`src/rtl/ysyx_24080006_pkg.sv`:
```
// Shared pipeline types for the ysyx_24080006 core: stage payload, retire-queue
// entry, write-port bundle and the retire-time decode.
package ysyx_24080006_pkg;

   localparam logic [11:0] CSR_MCAUSE = 12'h342;

   typedef struct packed {
      logic        valid;
      logic        wb;
      logic        csr_we;
      logic        ecall;
      logic [4:0]  rd_addr;
      logic [31:0] alu_res;
      logic [31:0] csr_wdata;
      logic [11:0] csr_addr;
      logic [31:0] dnpc;
      logic        jump;
      logic        branch;
   } stage_t;

   typedef struct packed {
      logic        wb;
      logic        csr_we;
      logic        ecall;
      logic [4:0]  rd_addr;
      logic [31:0] alu_res;
      logic [31:0] csr_wdata;
      logic [11:0] csr_addr;
      logic [31:0] dnpc;
      logic        jump;
      logic        branch;
   } wb_entry_t;

   typedef struct packed {
      logic [4:0]  rd;
      logic [31:0] wdata;
      logic        we;
      logic        csr_we;
      logic [11:0] csr_waddr;
      logic [31:0] csr_wdata;
   } wb_write_t;

   // Priority wb > csr_we > ecall; a write to x0 leaves the whole RF side at 0.
   function automatic wb_write_t wb_decode(input wb_entry_t e, input logic [31:0] ecall_cause);
      wb_write_t w;
      w = '0;
      if (e.wb) begin
         if (e.rd_addr != 5'd0) begin
            w.rd    = e.rd_addr;
            w.wdata = e.alu_res;
            w.we    = 1'b1;
         end
      end else if (e.csr_we) begin
         if (e.rd_addr != 5'd0) begin
            w.rd    = e.rd_addr;
            w.wdata = e.csr_wdata;
            w.we    = 1'b1;
         end
         w.csr_we    = 1'b1;
         w.csr_waddr = e.csr_addr;
         w.csr_wdata = e.alu_res;
      end else if (e.ecall) begin
         w.csr_we    = 1'b1;
         w.csr_waddr = CSR_MCAUSE;
         w.csr_wdata = ecall_cause;
      end
      return w;
   endfunction

endpackage

```
`src/rtl/ysyx_24080006_fifo.sv`:
```
// Generic DEPTH-entry FIFO of any type with synchronous flush; push is ignored
// when full, pop when empty, and flush overrides both.
module ysyx_24080006_fifo #(
   parameter int  DEPTH = 2,
   parameter type T     = logic
) (
   input  logic clock,
   input  logic reset,
   input  logic push,
   input  logic pop,
   input  logic flush,
   input  T     din,
   output T     head,
   output logic full,
   output logic empty
);

   localparam int CW = $clog2(DEPTH + 1);
   localparam int PW = (DEPTH > 1) ? $clog2(DEPTH) : 1;
   localparam logic [PW-1:0] LAST = PW'(DEPTH - 1);

   T               mem [DEPTH];
   logic [PW-1:0]  rptr;
   logic [PW-1:0]  wptr;
   logic [CW-1:0]  count;
   logic           do_push;
   logic           do_pop;

   function automatic logic [PW-1:0] next_ptr(input logic [PW-1:0] p);
      return (p == LAST) ? '0 : p + PW'(1);
   endfunction

   assign full    = (count == CW'(DEPTH));
   assign empty   = (count == '0);
   assign do_push = push && !full && !flush;
   assign do_pop  = pop && !empty && !flush;
   assign head    = empty ? '0 : mem[rptr];

   always_ff @(posedge clock or negedge reset) begin
      if (!reset) begin
         rptr  <= '0;
         wptr  <= '0;
         count <= '0;
      end else if (flush) begin
         rptr  <= '0;
         wptr  <= '0;
         count <= '0;
      end else begin
         if (do_push) wptr <= next_ptr(wptr);
         if (do_pop)  rptr <= next_ptr(rptr);
         case ({do_push, do_pop})
            2'b10:   count <= count + CW'(1);
            2'b01:   count <= count - CW'(1);
            default: count <= count;
         endcase
      end
   end

   // Storage needs no reset: head is masked to zero while the queue is empty.
   always_ff @(posedge clock) begin
      if (do_push) mem[wptr] <= din;
   end

endmodule

```
`src/rtl/ysyx_24080006_wbu_q.sv`:
```
// Write-back unit: in-order retire queue between LSU and IFU that drives the
// RF and CSR write ports once per retired instruction, plus a retire counter.
module ysyx_24080006_wbu_q
   import ysyx_24080006_pkg::*;
#(
   parameter int          DEPTH       = 2,
   parameter logic [31:0] ECALL_CAUSE = 32'd11,
   parameter int          CNT_W       = 32
) (
   input  logic             clock,
   input  logic             reset,
   input  stage_t           lsu2wbu,
   output logic             wbu2lsu_ready,
   output stage_t           wbu2ifu,
   input  logic             ifu2wbu_ready,
   input  logic             flush,
   output logic [4:0]       rd,
   output logic [31:0]      wdata,
   output logic             we,
   output logic             csr_we,
   output logic [11:0]      csr_waddr,
   output logic [31:0]      csr_wdata,
   output logic [CNT_W-1:0] retire_cnt
);

   wb_entry_t in_entry;
   wb_entry_t head;
   wb_write_t wr_q;
   logic      full;
   logic      empty;
   logic      init_done;
   logic      retire;

   // Ready stays low until the first edge after reset release.
   always_ff @(posedge clock or negedge reset) begin
      if (!reset) init_done <= 1'b0;
      else        init_done <= 1'b1;
   end

   assign wbu2lsu_ready = init_done && !full;
   assign retire        = !empty && ifu2wbu_ready && !flush;

   always_comb begin
      in_entry           = '0;
      in_entry.wb        = lsu2wbu.wb;
      in_entry.csr_we    = lsu2wbu.csr_we;
      in_entry.ecall     = lsu2wbu.ecall;
      in_entry.rd_addr   = lsu2wbu.rd_addr;
      in_entry.alu_res   = lsu2wbu.alu_res;
      in_entry.csr_wdata = lsu2wbu.csr_wdata;
      in_entry.csr_addr  = lsu2wbu.csr_addr;
      in_entry.dnpc      = lsu2wbu.dnpc;
      in_entry.jump      = lsu2wbu.jump;
      in_entry.branch    = lsu2wbu.branch;
   end

   ysyx_24080006_fifo #(
      .DEPTH (DEPTH),
      .T     (wb_entry_t)
   ) u_fifo (
      .clock (clock),
      .reset (reset),
      .push  (lsu2wbu.valid && wbu2lsu_ready),
      .pop   (ifu2wbu_ready),
      .flush (flush),
      .din   (in_entry),
      .head  (head),
      .full  (full),
      .empty (empty)
   );

   always_comb begin
      wbu2ifu = '0;
      if (!empty) begin
         wbu2ifu.valid     = 1'b1;
         wbu2ifu.wb        = head.wb;
         wbu2ifu.csr_we    = head.csr_we;
         wbu2ifu.ecall     = head.ecall;
         wbu2ifu.rd_addr   = head.wb ? head.rd_addr : 5'd0;
         wbu2ifu.alu_res   = head.alu_res;
         wbu2ifu.csr_wdata = head.csr_wdata;
         wbu2ifu.csr_addr  = head.csr_addr;
         wbu2ifu.dnpc      = head.dnpc;
         wbu2ifu.jump      = head.jump;
         wbu2ifu.branch    = head.branch;
      end
   end

   // Write ports are single-cycle pulses: cleared in every cycle without a retire.
   always_ff @(posedge clock or negedge reset) begin
      if (!reset) begin
         wr_q       <= '0;
         retire_cnt <= '0;
      end else if (retire) begin
         wr_q       <= wb_decode(head, ECALL_CAUSE);
         retire_cnt <= retire_cnt + CNT_W'(1);
      end else begin
         wr_q       <= '0;
      end
   end

   assign rd        = wr_q.rd;
   assign wdata     = wr_q.wdata;
   assign we        = wr_q.we;
   assign csr_we    = wr_q.csr_we;
   assign csr_waddr = wr_q.csr_waddr;
   assign csr_wdata = wr_q.csr_wdata;

endmodule

```
`config.mk`:
```
export PLATFORM = sky130hd
export DESIGN_NAME = ysyx_24080006_wbu_q
export DESIGN_NICKNAME = d
export VERILOG_FILES = /design/src/rtl/ysyx_24080006_pkg.sv /design/src/rtl/ysyx_24080006_fifo.sv /design/src/rtl/ysyx_24080006_wbu_q.sv
export SDC_FILE = /design/constraint.sdc
export NUM_CORES = 1
export LEC_CHECK = 0
export CAP_MARGIN = 5
export CELL_PAD_IN_SITES_DETAIL_PLACEMENT = 1
export CELL_PAD_IN_SITES_GLOBAL_PLACEMENT = 1
export CORE_ASPECT_RATIO = 1.25
export CORE_MARGIN = 2
export CORE_UTILIZATION = 40
export DETAILED_ROUTE_END_ITERATION = 8
export PLACE_DENSITY_LB_ADDON = 0.1
export SLEW_MARGIN = 40
export SYNTH_ARGS = -nofsm -noshare
export SYNTH_HDL_FRONTEND = slang
export SYNTH_SLANG_ARGS = --single-unit
```
`constraint.sdc`:
```
create_clock -name clock -period 8.5 [get_ports clock]
set_clock_uncertainty 0.05 [all_clocks]
set_input_delay 1.275 -clock clock [delete_from_list [all_inputs] [get_ports clock]]
set_output_delay 1.275 -clock clock [all_outputs]
set_load 0.005 [all_outputs]
```
== Word level (Yosys, flattened, before mapping) ==
Memories as Yosys holds them, arrays and structs flattened.
Cells that the tools add are included.
Word-level totals
  bits in registers: 120
  latch bits: 0
  RAM bits: 236
  bits in read-only memories: 0
  output and inout port bits: 235
  memories kept: 1
Cells by class
  $add $sub $neg: 5
  multipliers: 0
  div/mod/pow operators: 0
  order comparisons: 0
  equality and inequality tests: 3
  shift operators: 0
  multiplexer cells: 21
  bitwise logic cells: 0
  reductions and logical operators: 14
Memories
  u_fifo.mem: words 2, width 118, read ports 1, clocked after Yosys merged registers in 0, wr ports 1, line ysyx_24080006_fifo.sv:22  | T mem [DEPTH];
Operator list (count)
  $mux 38: 4
  $mux 45: 3
  $mux 119: 1
  $mux 118: 1
  $mux 83: 1
  $add 32x1->32 const B: 1
  $mux 1: 8
  $logic_and 1x1->1: 6
  $mux 5: 1
  $reduce_bool 5->1: 1
  $eq 2x2->1 const B: 2
  $pmux 2 s2: 1
  $reduce_bool 2->1: 2
  $logic_not 1->1: 3
  $reduce_bool 3->1: 1
  $add 1x1->1 const B: 2
  $add 2x1->2 const B: 1
  $eq 2x1->1 const B: 1
  $logic_not 2->1: 1
  $mux 2: 1
  $sub 2x1->2 const B: 1

== Longest topological paths before layout ==
  word-level depth: 9
  mapped depth: 8

== Hierarchy ==
Synthesis repeated with hierarchy kept, for this count alone.
Unflattened totals
  cell total of the unflattened synthesis: 1015
  area, all modules: 14234.9 um^2
By module, submodules not included
  ysyx_24080006_fifo: times used 1, cells an instance 523, area each 9088.7 um^2
  ysyx_24080006_wbu_q: times used 1, cells an instance 492, area each 5146.2 um^2

== Worst setup path after synthesis ==
OpenSTA, ideal clock, no wires.
  kind: input port to flip-flop
  from: input flush
  to: memory u_fifo.mem[0][0] (netlist name) (enable)
  setup time: 0.596 ns
  data arrival time: 6.560 ns
  required time: 7.854 ns
  slack: 1.294 ns
  stages: 3
  path buffers: 1
  cells stage by stage: clkbuf_1 > nand3b_1 > nor2_1
On the way
  cells in the longest elaborated chain, start to end: 4
Ends and longest elaborated chain
  from (decl): line ysyx_24080006_wbu_q.sv:16  | input logic flush,
  $logic_not 1->1: line ysyx_24080006_fifo.sv:35  | assign do_push = push && !full && !flush;
  $logic_and 1x1->1: line ysyx_24080006_fifo.sv:35
  $mux 1: line ysyx_24080006_fifo.sv:61  | if (do_push) mem[wptr] <= din;
  $mux 1 (not written as such): line ysyx_24080006_fifo.sv:61
  to (decl): line ysyx_24080006_fifo.sv:22
Every way passes these cells.

==> reports/qor.csv <==
metric,value,unit
synthesis-to-finish area growth,37.8,%
Placeable Area,0.0338,mm²
Top Metal Used,met4,
Comb power frac,8.2,%
"CTS clk-pin slew, worst paths",60,ps
Post-CTS Setup Inserts,0,
crit end category,output port,
htree depth,2,
Met2 Wirelength,19400,µm
CTS tree,yes,
Die Width,170,µm
Tcrit/Tclk final,53.0,%
synthesized area,0.0138,mm²
Sw Share,21.8,%
vias per std cell,5.09,
WS Path Type,register to output port,
Critical Path AT,3180,ps
Clock Sink Count,356,
average wire per standard cell,22.0,µm
antenna violations before repair,8,
CTS buffer count,38,
Congestion Overflow GR,0,
cts hold-fix bufs,0,
clock root cell,clkbuf_16,
Seq cells post-synth,356,
RSZ-0062 raised after global routing,no,
I/O Buffers,357,
Post-Syn Nets,1021,
share of cells above drive strength 1,9.32,%
Final GP Congestion,0.749,
status,completed,
CTS Buffer Depth,3,
Routed Antenna Nets,0,
Initial DRC Count,385,
Die Area,0.0359,mm²
initial core utilization,40.8,%
Unique masters post-synth,43,
setup violators final,0,
row count,75,
CP max FO,56,
fmax,222,MHz
Lkg Pwr,6.76,nW
vias in the first global route,9516,
WL final,37800,µm
synthesized instance count,897,
largest net degree at the start of global routing,70,
top-count cell post-synth,edfxtp_1,
HP Class,register to register,
post-synth top area share,51.5,%
gr usage total,20.8,%
register area share after synthesis,73.3,%
max cap viols,0,
via count,8741,
Int Power,3.05,mW
clock latency on the worst-skew pair,520,ps
min cycle time layout,4500,ps
Fin Setup TNS,0,ps
Flop pwr share,49.2,%
met3 wire length,2820,µm
Syn. warnings,0,
power density cells,205,mW/mm²
most frequent cells after synthesis,"236 x edfxtp_1, 163 x nor2_1, 120 x dfrtp_1",
first-pass GRT wire length,56700,µm
"EDFF count, synth",236,
WP data required,7170,ps
Worst Tran Pin Value,814,ps
Critical Path Start Type,register,
DP HPWL,24600,µm
part of the power in the clock network,42.6,%
Final nets,1383,
DR pass1 iterations,4,
ys flop type,edfxtp_1,
"Hold Vio Cnt, Final",0,
cts repair resizes,0,
residual DRC count,0,
Sw Pwr,0.849,mW
async set-reset flop share out of synthesis,33.7,%
Met1 Wirelength,14800,µm
synthesized area per cell,15.3,µm²
fill cell count,3282,
I/O pin count,358,
fin. max-slew vios,0,
Final Util,56.2,%
Max rail drop VDD,0.193,mV
largest cells by area after synthesis,"edfxtp_1 51%, dfrtp_1 22%, mux2i_1 8.4%",
Die Y-Extent,211,µm
Relative slew margins,45.7,%
"area leader, netlist",edfxtp_1,
==> path summary, 6_finish.rpt <==
path,start,endpoint,slack [ps],depth (start not counted)
worst max-delay path,u_fifo.count[1],wbu2ifu[116],4000,5
worst min-delay path,retire_cnt[31],retire_cnt[31],420,1
worst max register to register,u_fifo.count[1],csr_wdata[4],5310,6
worst min register to register,retire_cnt[31],retire_cnt[31],420,1
max in group asynchronous,reset,u_fifo.rptr,6590,2
min in group asynchronous,reset,retire_cnt[30],680,1
==> layout by cell type (no fill, tap or decap), drive strengths merged, types with 5 or more instances in the layout <==
cell type,Yosys,layout
buf,47,15
clkdlybuf4s50,0,356
clkbuf,2,57
inv,10,10
nor2,165,165
nand4,17,17
nand2,15,15
dfrtp,120,120
and3,6,6
a21oi,6,6
mux2i,116,116
xnor2,28,28
edfxtp,236,236
diode,0,7
a22oi,32,32
nor3,43,43
clkinv,0,10
nand3,11,11
xor2,5,5
==> registers in the layout (all words and copies together), names as in the netlist, 2 cells and up <==
signal	flops
u_fifo.count	2
rd	5
csr_waddr	12
csr_wdata	32
retire_cnt	32
u_fifo.mem	236
wdata	32
==> stage by stage <==
stage	total power [mW]	hold WS (ps)	instance area (µm²)	worst slack, ps	std cells
finish	3.90	422	19000	4000	1718
global route	4.03	442	19000	3840	1717
CTS	3.95	427	19000	3910	1711
detailed placement	2.28	415	17700	4300	1642
global placement	2.27	413	17700	4080	1642
floorplan	2.08	418	13800	1290	897
==> cell type report <==
class / count / area [µm²] / area share [%]
sequential: 356 / 10100 / 53.2
timing repair buffer: 371 / 3690 / 19.5
multi-input combinational: 482 / 3350 / 17.7
clock buffer: 57 / 1150 / 6.04
tap: 423 / 529 / 2.79
clock inverter: 12 / 108 / 0.567
inverter: 10 / 37.5 / 0.198
antenna: 7 / 17.5 / 0.0923
==> power groups by stage <==
stage               sequential (mW)  combinational [mW]  clock (mW)
floorplan                      1.95               0.135           0
global placement               1.95               0.318           0
detailed placement             1.95               0.325           0
CTS                            1.92               0.328        1.70
global route                   1.92               0.350        1.76
finish                         1.92               0.321        1.66
==> logic make-up (layout without fill, tap and decap cells) <==
family / count (synthesis) / in the layout / synth area share (%)
flops: 356 / 356 / 73.3
xor+xnor: 33 / 33 / 2.10
other cells: 1 / 8 / 0.0272
buf+inv: 59 / 450 / 2.58
mux: 120 / 120 / 8.81
compound gates: 48 / 48 / 2.59
simple gates: 279 / 279 / 10.5
fa+ha+maj: 1 / 1 / 0.0909
==> critical path: stages, from the launching register on <==
cell	delay (ps)
dfrtp_1	470
nor2_4	140
buf_4	480
buf_4	710
nor2_2	260
clkdlybuf4s50_1	520
==> layer usage <==
layer / GRT usage [%] / vias to the layer above
met2: 36.2 / 278
met4: 6.45 / 0
met5: 0 / -
met1: 24.6 / 4412
met3: 6.51 / 51
li1: - / 4000
Power figures use the tool's default switching activity.
